--- src/rtl/dma_pkg.sv ---
// rtl/dma_pkg.sv - shared state type and length-width helper for dma_tx_burst
package dma_pkg;

   typedef enum logic [2:0] {
      IDLE,
      REQ,
      READ,
      SEND,
      TXBUSY,
      TXDONE,
      CSUM
   } dma_tx_state_t;

   // Width needed to hold byte counts 0..max_len inclusive
   function automatic int len_w(input int max_len);
      return $clog2(max_len + 1);
   endfunction

endpackage

--- src/rtl/dma_tx_burst.sv ---
// rtl/dma_tx_burst.sv - block DMA reader streaming RAM bytes to a UART TX; DMA_TX_CHECKSUM_EN appends an XOR byte
module dma_tx_burst
   import dma_pkg::*;
#(
   parameter int ADDR_W  = 8,
   parameter int DATA_W  = 8,
   parameter int MAX_LEN = 16,
   parameter int LEN_W   = len_w(MAX_LEN)
) (
   input  logic              Clk,
   input  logic              Rst,
   input  logic              Ena,
   input  logic              Start,
   input  logic [ADDR_W-1:0] Base_addr,
   input  logic [LEN_W-1:0]  Length,
   input  logic [DATA_W-1:0] Databus,
   input  logic              Bus_grant,
   input  logic              TX_Ready,
   output logic [ADDR_W-1:0] Address,
   output logic              Cs,
   output logic              Oen,
   output logic              Bus_req,
   output logic              TX_Valid,
   output logic [DATA_W-1:0] TX_Data,
   output logic              Dma_Ready,
   output logic              Done
);

   dma_tx_state_t     state;
   dma_tx_state_t     state_nx;
   logic [ADDR_W-1:0] ptr;
   logic [LEN_W-1:0]  cnt;
   logic [LEN_W-1:0]  len_sat;
   logic [DATA_W-1:0] tx_data_q;
   logic              done_q;
   logic              done_set;
   logic              tx_strobe;
   logic              start_ok;
   logic              byte_done;
   logic              last_byte;

`ifdef DMA_TX_CHECKSUM_EN
   logic [DATA_W-1:0] csum;
   logic              csum_phase;
`endif

   assign len_sat   = (Length > LEN_W'(MAX_LEN)) ? LEN_W'(MAX_LEN) : Length;
   assign start_ok  = (state == IDLE) && Start && Ena;
   assign byte_done = Ena && (state == TXDONE) && TX_Ready;
   assign last_byte = (cnt == LEN_W'(1));

   // Next-state selection; Ena low aborts to IDLE from anywhere without a Done pulse
   always_comb begin
      state_nx  = state;
      tx_strobe = 1'b0;
      done_set  = 1'b0;
      if (!Ena) begin
         state_nx = IDLE;
      end else begin
         case (state)
            IDLE: begin
               if (Start) begin
                  if (len_sat == '0) done_set = 1'b1;
                  else               state_nx = REQ;
               end
            end
            REQ: begin
               if (Bus_grant) state_nx = READ;
            end
            READ: begin
               state_nx = SEND;
            end
            SEND: begin
               if (TX_Ready) begin
                  tx_strobe = 1'b1;
                  state_nx  = TXBUSY;
               end
            end
            TXBUSY: begin
               if (!TX_Ready) state_nx = TXDONE;
            end
            TXDONE: begin
               if (TX_Ready) begin
`ifdef DMA_TX_CHECKSUM_EN
                  if (csum_phase) begin
                     done_set = 1'b1;
                     state_nx = IDLE;
                  end else if (last_byte) begin
                     state_nx = CSUM;
                  end else begin
                     state_nx = REQ;
                  end
`else
                  if (last_byte) begin
                     done_set = 1'b1;
                     state_nx = IDLE;
                  end else begin
                     state_nx = REQ;
                  end
`endif
               end
            end
            CSUM: begin
`ifdef DMA_TX_CHECKSUM_EN
               state_nx = SEND;
`else
               state_nx = IDLE;
`endif
            end
            default: state_nx = IDLE;
         endcase
      end
   end

   // State register
   always_ff @(posedge Clk or posedge Rst) begin
      if (Rst) state <= IDLE;
      else     state <= state_nx;
   end

   // Block pointer/counter, captured byte, checksum and registered Done pulse
   always_ff @(posedge Clk or posedge Rst) begin
      if (Rst) begin
         ptr       <= '0;
         cnt       <= '0;
         tx_data_q <= '0;
         done_q    <= 1'b0;
`ifdef DMA_TX_CHECKSUM_EN
         csum       <= '0;
         csum_phase <= 1'b0;
`endif
      end else begin
         done_q <= done_set;
         if (start_ok) begin
            ptr <= Base_addr;
            cnt <= len_sat;
`ifdef DMA_TX_CHECKSUM_EN
            csum       <= '0;
            csum_phase <= 1'b0;
`endif
         end
         if (Ena && state == READ) begin
            tx_data_q <= Databus;
`ifdef DMA_TX_CHECKSUM_EN
            csum <= csum ^ Databus;
`endif
         end
`ifdef DMA_TX_CHECKSUM_EN
         if (Ena && state == CSUM) begin
            tx_data_q  <= csum;
            csum_phase <= 1'b1;
         end
         if (byte_done && !csum_phase) begin
            ptr <= ptr + 1'b1;
            cnt <= cnt - 1'b1;
         end
`else
         if (byte_done) begin
            ptr <= ptr + 1'b1;
            cnt <= cnt - 1'b1;
         end
`endif
      end
   end

   // The bus is only held in REQ/READ, so it is released between bytes
   assign Dma_Ready = (state == IDLE);
   assign Bus_req   = (state == REQ) || (state == READ);
   assign Cs        = (state == READ);
   assign Oen       = ~Cs;
   assign Address   = ptr;
   assign TX_Valid  = tx_strobe;
   assign TX_Data   = tx_data_q;
   assign Done      = done_q;

endmodule

--- config.mk ---
export PLATFORM = sky130hd
export DESIGN_NAME = dma_tx_burst
export DESIGN_NICKNAME = d
export VERILOG_FILES = /design/src/rtl/dma_pkg.sv /design/src/rtl/dma_tx_burst.sv
export SDC_FILE = /design/constraint.sdc
export NUM_CORES = 1
export LEC_CHECK = 0
export CAP_MARGIN = 20
export CORE_ASPECT_RATIO = 1.1
export CORE_MARGIN = 1
export CORE_UTILIZATION = 47
export CTS_BUF_LIST = sky130_fd_sc_hd__clkbuf_2
export CTS_CLUSTER_SIZE = 16
export DETAILED_ROUTE_END_ITERATION = 10
export HOLD_SLACK_MARGIN = 0.02
export PLACE_DENSITY = 0.89
export RECOVER_POWER = 50
export SLEW_MARGIN = 20
export SYNTH_ARGS = -nofsm -noshare
export SYNTH_HDL_FRONTEND = slang
export SYNTH_SLANG_ARGS = --single-unit
--- constraint.sdc ---
create_clock -name Clk -period 1.7 [get_ports Clk]
set_clock_uncertainty 0.05 [all_clocks]
set_input_delay 0.255 -clock Clk [delete_from_list [all_inputs] [get_ports Clk]]
set_output_delay 0.255 -clock Clk [all_outputs]
set_load 0.1 [all_outputs]
==> reports/qor_table.md <==
| Item | Reported |
| --- | --- |
| Kind of start point of the critical path | flip-flop |
| Clock latency on the worst-skew pair | 0.37 ns |
| Largest cells by area after synthesis | dfrtp_1, mux2_2, nand2_1 |
| Root buffer cell | clkbuf_2 |
| Register area | 627 µm² |
| Via density per instance | 6.35 |
| Net Count, Synth | 175 |
| Synth Cell Area | 1420 µm² |
| Number of global-route vias before repair | 1,471 |
| Die Y-Extent | 59.7 µm |
| Via total after detailed routing | 1,619 |
| Final count of pins violating max slew | 0 |
| Level count of the clock H-tree | 1 |
| Actual transition at the worst max-transition pin | 0.643 ns |
| Max Fclk | 538 MHz |
| Rel. slew slack | 57.1% |
| Critical Path Sink Type | output port |
| Final worst-path cycle share | 109% |
| Die width | 54.5 µm |
| Filler-free cell count of the finished design | 255 |
| Area after detailed placement | 2330 µm² |
| First-pass GRT wire length | 7.45 mm |
| Growth of design area from synthesis to finish | 79.0% |
| Design Power | 4.28 mW |
| Proportion of register bits with asynchronous set or reset after synthesis | 100% |
| Diodes inserted | 0 |
| Cell taking the most area after synthesis | dfrtp_1 |
| Final setup margin | -0.160 ns |
| Distinct cell type count after synthesis | 45 |
| Unrepaired setup endpoints after global routing | yes |
| Final non-filler cell area | 2550 µm² |
| Post-layout net count | 253 |
| CTS Buf Count | 3 |
| Ports | 49 |
| Cell count after synthesis | 145 |
| Avg Synthesized Cell Area | 9.81 µm² |
| Pre-CTS setup slack | -0.433 ns |
| Result of the run | finished with violations |
| Dpl cells | 238 |
| Area fraction of the dominant cell type after synthesis | 44.0% |
| Multi-input logic area | 862 µm² |
| Number of cells on the worst reg-to-reg path | 7 |
| Area of the core | 2830 µm² |
| Routability congestion estimate | 0.878 |
| Starting utilization of the core area | 50.3% |
| Pin count of the biggest net entering global routing | 26 |
| Hold Violations, Final | 0 |
| Category of the critical setup timing path | flip-flop to output port |
| Routed WL per cell | 23.0 µm |
| Leak Pwr | 1.09 nW |
| Required arrival time at the worst endpoint | 1.39 ns |
| Violations in the final reports | negative setup slack |
| TritonCTS clock tree | done |
| Total Routed Length | 5.86 mm |
| Areal power density over the cells | 1680 nW/µm² |
| Die Area | 3250 µm² |
| Maximum VDD drop | 1.97 mV |
| Drc violations | 0 |
| Count of yosys warnings during synthesis | 0 |
| Dominant synthesized flop cell | dfrtp_1 |
| Number of enable-type register cells in the synthesized netlist | 0 |
| Router iterations before antenna repair | 4 |
| Worst hold-check path type | primary input to asynchronous set/reset pin |
| Number of antenna violations at the first check in global routing | 0 |
| #FFs+latches synth | 25 |
| CTS Sinks | 25 |
| Final setup violation count | 19 |
| Antenna-violating nets left | 0 |
| CTS Hold Buffers Added | 0 |
| Clk buf depth | 2 |
| Detailed router's first-iteration violation count | 90 |
| Time the final worst path needs with I/O delays and setup | 1.86 ns |
| Sequential fraction of the synthesis area | 44.0% |
| Fraction of layout instances using a drive strength above 1 | 44.1% |
| Worst path arrival time | 1.55 ns |
| Clock transition at the registers of the reported paths | 0.27 ns |
| Overall track demand over capacity in global routing | 33.0% |
| Estimated wirelength of the detail-placed design | 3.19 mm |
| Site Rows | 20 |
| Overflow left after global routing | 0 |
| I/O Buffers | 48 |
| Worst-path maximum fanout | 5 |
| Filler instances | 113 |
| Reported max-cap violation count | 0 |
==> layout by cell type (no fill, tap or decap), types with 4 or more instances in the layout <==
cell type / count
buf_12: 23
clkdlybuf4s50_1: 25
nand2_1: 17
dfrtp_1: 24
inv_1: 5
buf_4: 28
mux2_2: 8
a21oi_2: 6
a21oi_1: 6
clkbuf_2: 4
nor2_1: 7
==> flip-flops by register name, indices dropped and copies added, names as in the netlist <==
name     cells
cnt          5
TX_Data      8
Address      8
Done         1
state        3
==> power breakdown <==
part	leakage (nW)	switching [mW]	internal [mW]
clock network	0.0164	0.208	0.0534
logic	0.774	1.83	1.10
registers	0.302	0.304	0.786
total	1.09	2.34	1.94
==> cells by family (layout without fill, tap and decap cells) <==
group | count (synthesis) | in the layout | synth area share (%)
and+or+nand+nor | 58 | 58 | 23.0
AOI/OAI and AO/OA | 34 | 34 | 16.7
DFF | 25 | 25 | 44.0
buffers and inverters | 14 | 91 | 5.45
muxes | 9 | 9 | 7.04
adders and majority gates | 3 | 3 | 2.64
xor gates and xnor gates | 2 | 2 | 1.23
==> worst paths after layout <==
kind                               to  slack [ns]          from
min in group Clk           Address[0]        0.40  Base_addr[0]
max in group asynchronous    state[2]        0.78           Rst
max reg2reg                Address[6]       -0.11      state[2]
min                        TX_Data[4]        0.39           Rst
min reg2reg                    cnt[4]        0.56        cnt[4]
max                         Dma_Ready       -0.16      state[2]
==> through the flow <==
stage / TNS, ns / hold slack, ns / utilization [%]
floorplan: -6.29 / 0.232 / -
global placement: -2.87 / 0.472 / 82.5
detailed placement: -4.16 / 0.483 / 82.5
CTS: -0.145 / 0.180 / 87.3
global route: -1.74 / 0.394 / 90.0
finish: -1.21 / 0.386 / 90.0
==> critical path, cell delays in order (launching register included) <==
cell     delay, ns
dfrtp_2       0.52
buf_6         0.14
nor3_4        0.22
buf_6         0.14
buf_12        0.16
==> layout make-up <==
| cell class | instances | area share, % |
|---|---|---|
| inverters | 6 | 1.03 |
| clock inverters | 1 | 0.197 |
| well taps | 33 | 1.62 |
| flip-flops and latches | 25 | 24.6 |
| multi-input cells | 106 | 33.9 |
| clock buffers | 3 | 0.590 |
| repair buffers | 81 | 38.1 |
==> Yosys cell counts, types with 2 or more instances <==
cell	n
a211oi_1	2
a21oi_1	10
a21oi_2	2
a311oi_2	2
and3_1	4
buf_2	5
buf_6	2
dfrtp_1	25
ha_1	3
inv_1	6
mux2_2	8
nand2_1	18
nand2b_1	3
nand3_1	5
nand3b_1	2
nor2_1	11
nor3_1	3
nor3_2	2
o21ai_0	2
o21ai_1	2
o22ai_1	4
==> layer usage <==
layer	GRT usage, %	share of wire, %	vias up
met5	0	0	-
met4	13.6	5.0	0
met3	4.33	7.5	33
met2	55.9	52	122
met1	41.4	36	788
li1	-	-	676
==> repair_timing <==
item                                   CTS  global route
endpoints found under the hold margin    0             0
gates resized for setup                  9            12
setup buffers                           12             2
setup endpoints to repair               16            19
pin swaps                                3             5
No activity file was read; power rests on OpenSTA's default activity.
